===== config.mk =====
export PLATFORM = sky130hd
export DESIGN_NAME = io_bus_bridge
export DESIGN_NICKNAME = d
export VERILOG_FILES = /design/src/rtl/io_bus_pkg.sv /design/src/rtl/io_tx_fifo.sv /design/src/rtl/io_bus_bridge.sv
export SDC_FILE = /design/constraint.sdc
export NUM_CORES = 1
export LEC_CHECK = 0
export CORE_MARGIN = 1
export CORE_UTILIZATION = 58
export CTS_BUF_LIST = sky130_fd_sc_hd__clkbuf_16
export DETAILED_ROUTE_END_ITERATION = 10
export GPL_ROUTABILITY_DRIVEN = 0
export HOLD_SLACK_MARGIN = 0.02
export PLACE_DENSITY = 0.9
export SETUP_SLACK_MARGIN = 0.2
export SLEW_MARGIN = 15
export SYNTH_ARGS = -nofsm -noshare
export SYNTH_HDL_FRONTEND = slang
export SYNTH_SLANG_ARGS = --single-unit

===== constraint.sdc =====
create_clock -name CLK -period 6.7 [get_ports CLK]
set_input_delay 1.675 -clock CLK [delete_from_list [all_inputs] [get_ports CLK]]
set_output_delay 1.675 -clock CLK [all_outputs]
set_load 0.05 [all_outputs]

===== src/rtl/io_bus_pkg.sv =====
// Shared register map and STATUS field layout for the CPU-side I/O bus bridge.
package io_bus_pkg;

    localparam int unsigned REG_SEL_W = 2;

    localparam logic [REG_SEL_W-1:0] REG_TXDATA  = 2'd0;
    localparam logic [REG_SEL_W-1:0] REG_STATUS  = 2'd1;
    localparam logic [REG_SEL_W-1:0] REG_CYCLE   = 2'd2;
    localparam logic [REG_SEL_W-1:0] REG_SCRATCH = 2'd3;

    localparam int unsigned EMPTY_BIT     = 0;
    localparam int unsigned FULL_BIT      = 1;
    localparam int unsigned OVF_BIT       = 2;
    localparam int unsigned COUNT_LSB     = 8;
    localparam int unsigned COUNT_FIELD_W = 8;

endpackage


===== src/rtl/io_tx_fifo.sv =====
// First-word fall-through transmit FIFO; head word is presented straight from storage.
module io_tx_fifo #(
    parameter int unsigned DEPTH  = 8,
    parameter int unsigned DATA_W = 32
) (
    input  logic                       clk,
    input  logic                       rst_n,
    input  logic                       push,
    input  logic                       pop,
    input  logic [DATA_W-1:0]          wdata,
    output logic                       full_c,
    output logic                       empty_c,
    output logic [$clog2(DEPTH):0]     count,
    output logic                       head_valid_c,
    output logic [DATA_W-1:0]          head_data_c
);
    localparam int unsigned AW = $clog2(DEPTH);
    localparam int unsigned CW = AW + 1;

    logic [DATA_W-1:0] mem [DEPTH];
    logic [AW-1:0]     wr_ptr;
    logic [AW-1:0]     rd_ptr;
    logic              push_ok;
    logic              pop_ok;

    // Fullness/emptiness are judged on pre-edge state, so a push to a full FIFO drops even with a pop.
    assign full_c       = (count == CW'(DEPTH));
    assign empty_c      = (count == CW'(0));
    assign push_ok      = push && !full_c;
    assign pop_ok       = pop && !empty_c;
    assign head_valid_c = !empty_c;
    assign head_data_c  = mem[rd_ptr];

    always_ff @(posedge clk or negedge rst_n) begin
        if (!rst_n) begin
            wr_ptr <= '0;
            rd_ptr <= '0;
            count  <= '0;
            for (int i = 0; i < int'(DEPTH); i++) begin
                mem[i] <= '0;
            end
        end else begin
            if (push_ok) begin
                mem[wr_ptr] <= wdata;
                wr_ptr      <= wr_ptr + AW'(1);
            end
            if (pop_ok) begin
                rd_ptr <= rd_ptr + AW'(1);
            end
            case ({push_ok, pop_ok})
                2'b10:   count <= count + CW'(1);
                2'b01:   count <= count - CW'(1);
                default: count <= count;
            endcase
        end
    end

endmodule


===== src/rtl/io_bus_bridge.sv =====
// Memory-mapped bridge: TX FIFO to an external device, cycle counter, status and scratch registers.
module io_bus_bridge
    import io_bus_pkg::*;
#(
    parameter int unsigned FIFO_DEPTH = 8,
    parameter int unsigned DATA_W     = 32
) (
    input  logic              CLK,
    input  logic              Rst,
    input  logic              CS,
    input  logic              WR_RD,
    input  logic [31:0]       ADDR,
    input  logic [DATA_W-1:0] Data_BUS_WRITE,
    output logic [DATA_W-1:0] Data_BUS_READ,
    output logic              dev_valid,
    output logic [DATA_W-1:0] dev_data,
    input  logic              dev_ready
);
    localparam int unsigned CNT_W = $clog2(FIFO_DEPTH) + 1;

    logic [REG_SEL_W-1:0] reg_sel;
    logic                 wr_en;
    logic                 rd_en;
    logic                 push;
    logic                 ovf_clr;
    logic                 cycle_wr;
    logic                 scratch_wr;
    logic                 fifo_full;
    logic                 fifo_empty;
    logic [CNT_W-1:0]     fifo_count;
    logic                 overflow;
    logic [DATA_W-1:0]    cycle;
    logic [DATA_W-1:0]    scratch;
    logic [DATA_W-1:0]    status_word;
    logic                 unused_addr_bits;

    assign reg_sel          = ADDR[3:2];
    assign unused_addr_bits = ^{ADDR[31:4], ADDR[1:0]};
    assign wr_en            = CS && WR_RD;
    assign rd_en            = CS && !WR_RD;
    assign push             = wr_en && (reg_sel == REG_TXDATA);
    assign ovf_clr          = wr_en && (reg_sel == REG_STATUS) && Data_BUS_WRITE[OVF_BIT];
    assign cycle_wr         = wr_en && (reg_sel == REG_CYCLE);
    assign scratch_wr       = wr_en && (reg_sel == REG_SCRATCH);

    io_tx_fifo #(
        .DEPTH  (FIFO_DEPTH),
        .DATA_W (DATA_W)
    ) u_tx_fifo (
        .clk          (CLK),
        .rst_n        (Rst),
        .push         (push),
        .pop          (dev_ready),
        .wdata        (Data_BUS_WRITE),
        .full_c       (fifo_full),
        .empty_c      (fifo_empty),
        .count        (fifo_count),
        .head_valid_c (dev_valid),
        .head_data_c  (dev_data)
    );

    // A TXDATA write and a STATUS write are exclusive, so set and clear never collide.
    always_ff @(posedge CLK or negedge Rst) begin
        if (!Rst) begin
            overflow <= 1'b0;
            cycle    <= '0;
            scratch  <= '0;
        end else begin
            if (push && fifo_full) begin
                overflow <= 1'b1;
            end else if (ovf_clr) begin
                overflow <= 1'b0;
            end
            cycle <= cycle_wr ? Data_BUS_WRITE : cycle + DATA_W'(1);
            if (scratch_wr) begin
                scratch <= Data_BUS_WRITE;
            end
        end
    end

    always_comb begin
        status_word                              = '0;
        status_word[EMPTY_BIT]                   = fifo_empty;
        status_word[FULL_BIT]                    = fifo_full;
        status_word[OVF_BIT]                     = overflow;
        status_word[COUNT_LSB +: COUNT_FIELD_W]  = COUNT_FIELD_W'(fifo_count);
    end

    // Combinational read path; the CPU memory stage registers it.
    always_comb begin
        Data_BUS_READ = '0;
        if (rd_en) begin
            case (reg_sel)
                REG_STATUS:  Data_BUS_READ = status_word;
                REG_CYCLE:   Data_BUS_READ = cycle;
                REG_SCRATCH: Data_BUS_READ = scratch;
                default:     Data_BUS_READ = '0;
            endcase
        end
    end

endmodule


---- Word-level counts from Yosys, hierarchy flattened ----
Index checks and enable logic that the tools add are counted.
Widths: inputs -> output; s select.
operators by class
  $add $sub $neg .......................... 5
  magnitude comparators ................... 3
  equality and inequality tests ........... 6
  mux-type cells .......................... 12
  bitwise gates (word level) .............. 2
  reductions and logical operators ........ 18
operator list
  operator               number
  $bwmux 256             1
  $mux 32                5
  $bmux 32 s3            1
  $demux 32 s3           1
  $pmux 32 s3            1
  $add 32x1->32 const B  1
  $logic_and 1x1->1      11
  $ge 4x4->1 const B     2
  $not 3->4              2
  $pmux 4 s2             1
  $add 3x1->3 const B    2
  $eq 2x2->1 const B     3
  $add 4x1->4 const B    1
  $eq 2x1->1 const B     2
  $eq 4x4->1 const B     1
  $logic_not 4->1        1
  $lt 4x1->1 const B     1
  $reduce_bool 2->1      2
  $sub 4x1->4 const B    1
  $logic_not 1->1        3
  $logic_not 2->1        1
  $mux 1                 2
word-level totals
  flip-flop bits (word level) ............. 331
  output and inout bits ................... 65

---- Logic depth before layout (Yosys ltp) ----
  depth in word-level cells ............... 6
  depth in mapped cells ................... 11

---- Hierarchy ----
A second synthesis with hierarchy kept.
second synthesis, totals
  cell total of the unflattened synthesis .. 1064
  area, all modules ....................... 16211.8 µm²
by module, submodules not included
  module         instances  cells an instance  area an instance (µm²)  sequential area each (µm²)
  io_tx_fifo     1          718                12619.6                 6656.4
  io_bus_bridge  1          346                3592.2                  1626.6

---- Least setup slack after synthesis ----
OpenSTA, ideal clock, no wires.
  path type ............................... in2out
  start ................................... in ADDR[2]
  end ..................................... out Data_BUS_READ[12]
  data arrival time ....................... 3.259 ns
  data required time ...................... 5.025 ns
  slack ................................... 1.766 ns
  cell stages on the path ................. 4
  path buffers ............................ 2
  path through ............................ buf_1 -> buf_1 -> mux2i_1 -> nor2_1
between the ends
  cells in the longest elaborated chain, start to end .. 3
RTL lines
  item                                      RTL line             RTL
  start: declaration                        io_bus_bridge.sv:12  input logic [31:0] ADDR,
  $eq 2x2->1 or $eq 2x1->1 (tied branches)  io_bus_bridge.sv:93  case (reg_sel)
  $pmux 32 s3 (*)                           io_bus_bridge.sv:93
  $mux 32 (*)                               io_bus_bridge.sv:92  if (rd_en) begin
  end: declaration                          io_bus_bridge.sv:14  output logic [DATA_W-1:0] Data_BUS_READ,
Mark *: on every way between the ends. The rest lies on a longest branch, timed or not.

---- Worst setup path in the final report ----
  start ................................... in ADDR[3]
  end ..................................... out Data_BUS_READ[8]
Same word-level chain as after synthesis.

==> impl_metrics.csv <==
group,metric,value,unit
critical_path,arrival,4.09,ns
grt,grt_usage,26.47,%
detailed_routing,drtPass1Iterations,10,
timing,worstMarginPinSlew,1.120,ns
timing,post-route-min-period,5.764,ns
timing,slew_headroom,25.30,%
timing,tns,0,ns
floorplanning,rows,59,
floorplanning,core,26280,sq um
logic_synthesis,yosysTopAreaCell,"dfrtp_1",
clocking,cts_tree,"built",
critical_path,path_cells,"clkdlybuf4s50_1, buf_4, nor2b_1, a22oi_1, nor2_1, clkdlybuf4s50_1",
pwr,p_leak,0.008223,uW
logic_synthesis,synthCells,1114,
detailed_routing,drcViolationCount,10,
clocking,root_buffer,"clkbuf_16",
critical_path,cp-end-kind,"primary output",
outcome,violations,"DRC",
critical_path,start_kind,"primary input",
pwr,power_frac_clock,24.1,%
grt,grt.overflow.total,0,
floorplanning,die_area,27690,sq um
grt,met3_usage,3.826,%
timing,slew_violations,0,
pwr,power,7560,uW
placement,place_ws,0.9961,ns
detailed_routing,avgViaCountPerCell,6.380,
critical_path,worstSetupPathType,"in -> out",
clocking,clk-insertion-delay-late,0.51,ns
grt,grt_max_degree,161,
timing,hold_viol,0,
clocking,cts_resized,0,
critical_path,path_max_fanout,14,
clocking,clockBufferDepth,3,
cells_and_area,fin_area,17950,sq um
placement,dpl_cell_area,16870,sq um
timing,fmax,0.1735,GHz
timing,setup_viol,0,
logic_synthesis,synth_area_leaders,"dfrtp_1 (53%), mux2_2 (21%), mux4_2 (9.2%)",
pwr,power_frac_seq,42.4,%
logic_synthesis,synth-async-reset-ratio,100.0,%
placement,io_buffers,103,
pwr,p_sw_share,33.71,%
critical_path,path_common_cell,"clkdlybuf4s50_1",
clocking,cts_hold_buf,0,
logic_synthesis,avgSynthCellArea,14.07,sq um
cells_and_area,num_antenna_cells,0,
timing,clock_skew,0.005299,ns
pwr,pwr-share-comb,33.6,%
logic_synthesis,ys_warn_count,0,
floorplanning,fp.dieH,166.4,um
detailed_routing,drtAntennaViolNets,0,
detailed_routing,drt_wl_total,35660,um
grt,grt_pass1_wl,56880,um
grt,grt_use_met2,42.82,%
pwr,p_switching,2548,uW
critical_path,slowest_delay,0.86,ns
pwr,vdd_drop_max,0.3189,mV
clocking,cts_max_level,2,
timing,min_period_over_period,86.03,%
grt,grt-busiest-layer,"met2",
grt,use_met1,36.62,%
grt,antenna_found_initial,1,
cells_and_area,drive_above_1_share,38.69,%
floorplanning,die_w,166.4,um
detailed_routing,drt_iter0_drc,705,
critical_path,crit_path_top_delay_cell,"clkdlybuf4s50_1",
logic_synthesis,syn_nets,1189,
floorplanning,ios,134,
clocking,clkTransAtPathRegs,0.06,ns
logic_synthesis,ys_seq_area_share,52.83,%
pwr,p_per_area,421.1,nW/um^2
hold_path,hold_path.class,"reg -> reg",
logic_synthesis,synth_flop_cell,"dfrtp_1",
logic_synthesis,ys_ff_latch,331,
logic_synthesis,synthDominantCellAreaShare,52.83,%
outcome,status,"finished with violations",
detailed_routing,wl_per_cell,23.20,um
clocking,cts_sinks,331,
clocking,numCtsBuffers,35,
grt,grt_pass1_vias,10300,
clocking,post_cts_buffers,0,
detailed_routing,vias,9806,
logic_synthesis,synth.distinct_cells,48,
pwr,p_int,5011,uW
floorplanning,initial_utilization,59.66,%
logic_synthesis,synth_area,15680,sq um
logic_synthesis,synth_edf_count,0,
timing,rsz0062_at_grt,"no",
timing,layout_setup_ws,0.9361,ns
cells_and_area,synthToLayoutAreaGrowth,14.51,%
placement,dp_hpwl,22510,um
run,cap_violations,0,
critical_path,critPathRequiredTime,5.03,ns
cells_and_area,finalNetCount,1253,
## worst paths after layout
kind                                    startpoint                  to  slack [ns]  depth (start not counted)
worst max-delay path                       ADDR[3]    Data_BUS_READ[8]        0.94                          6
worst min-delay path             u_tx_fifo.mem[98]   u_tx_fifo.mem[98]        0.48                          1
worst max register to register  u_tx_fifo.count[3]  u_tx_fifo.mem[233]        3.78                          6
worst min register to register   u_tx_fifo.mem[98]   u_tx_fifo.mem[98]        0.48                          1
max in group asynchronous                      Rst  u_tx_fifo.mem[230]        4.03                          2
min in group asynchronous                      Rst  u_tx_fifo.mem[119]        1.15                          1
## area by class of cell
type | instances | area, sq um
repair buffers | 129 | 1196
well taps | 335 | 419.2
inverters | 8 | 30.03
clock inverters | 24 | 152.6
fillers | 1745 | 8328
clock buffers | 37 | 925.9
flip-flops and latches | 331 | 8289
multi-input cells | 673 | 6939
## cells by family (layout without fill, tap and decap cells)
group / count (synthesis) / in the layout / synth area share (%)
mux: 416 / 416 / 34.28
flops: 331 / 331 / 52.83
simple gates: 164 / 164 / 5.643
buf+inv: 110 / 198 / 3.033
compound gates: 65 / 65 / 2.506
xor+xnor: 22 / 22 / 1.229
fa+ha+maj: 6 / 6 / 0.4788
## worst max-delay path, delay by kind of cell
kind,cells,cell delay [ns]
buffers and inverters,3,1.51
AND/OR/NAND/NOR,2,0.73
AO/OA/AOI/OAI,1,0.17
## synth_stat cells, types with 2 or more instances
master / count
a21oi_1: 7
a22oi_1: 7
a31oi_1: 16
and3_1: 2
buf_1: 33
buf_2: 27
buf_4: 6
clkbuf_1: 31
clkbuf_2: 5
dfrtp_1: 331
ha_1: 6
inv_1: 7
mux2_1: 32
mux2_2: 295
mux2i_1: 25
mux4_2: 64
nand2_1: 33
nand3_1: 13
nand3b_1: 3
nand4_1: 11
nand4b_1: 3
nor2_1: 58
nor2b_1: 2
nor3_1: 3
nor4_1: 2
nor4b_4: 2
o21ai_0: 24
o31ai_1: 8
or3_1: 10
or4_1: 10
xnor2_1: 16
xor2_1: 6
## cells in the final DEF, fill, tap and decap left out, types with 3 or more instances in the layout
cell / count
o31ai_1: 8
nand3_1: 12
or3_1: 10
xnor2_1: 16
nand2_1: 33
nor3_1: 3
buf_4: 46
mux4_2: 64
dfrtp_1: 328
ha_1: 6
a31oi_1: 16
mux2_1: 32
nand3b_1: 3
a22oi_1: 7
nand4_1: 11
clkinv_2: 4
clkdlybuf4s50_1: 79
mux2i_1: 25
xor2_1: 6
nand4b_1: 3
clkinv_1: 8
mux2_2: 295
or4_1: 10
inv_1: 16
a21oi_1: 7
o21ai_0: 24
nor2_1: 58
clkbuf_16: 37
## stage by stage
step                      util, %  instances  hold WS, ns
after floorplan                 -       1114       0.4444
after global placement      64.21       1476       0.4593
after detailed placement    64.21       1476       0.4718
after CTS                   68.31       1537       0.4875
after global routing        68.31       1537       0.4958
final                       68.31       1537       0.4848
## routing by layer
metal	up-vias	part of all wire [%]
met2	332	49
met1	5164	42
met4	0	3.1
met3	88	5.9
li1	4222	-
met5	-	0
## power groups by stage
stage / registers (uW) / logic, uW / clock network [uW]
2_1_floorplan: 2880 / 2110 / 0
3_3_place_gp: 3160 / 2450 / 0
3_5_place_dp: 3220 / 2530 / 0
4_1_cts: 3190 / 2560 / 1840
5_1_grt: 3280 / 2690 / 1930
6_report: 3200 / 2540 / 1820
## flip-flops by register name, indices dropped and copies added (netlist names)
name	cells
u_tx_fifo.mem	256
overflow	1
u_tx_fifo.wr_ptr	3
u_tx_fifo.rd_ptr	3
u_tx_fifo.count	4
cycle	32
scratch	32
(Power assumes the default switching activity.)
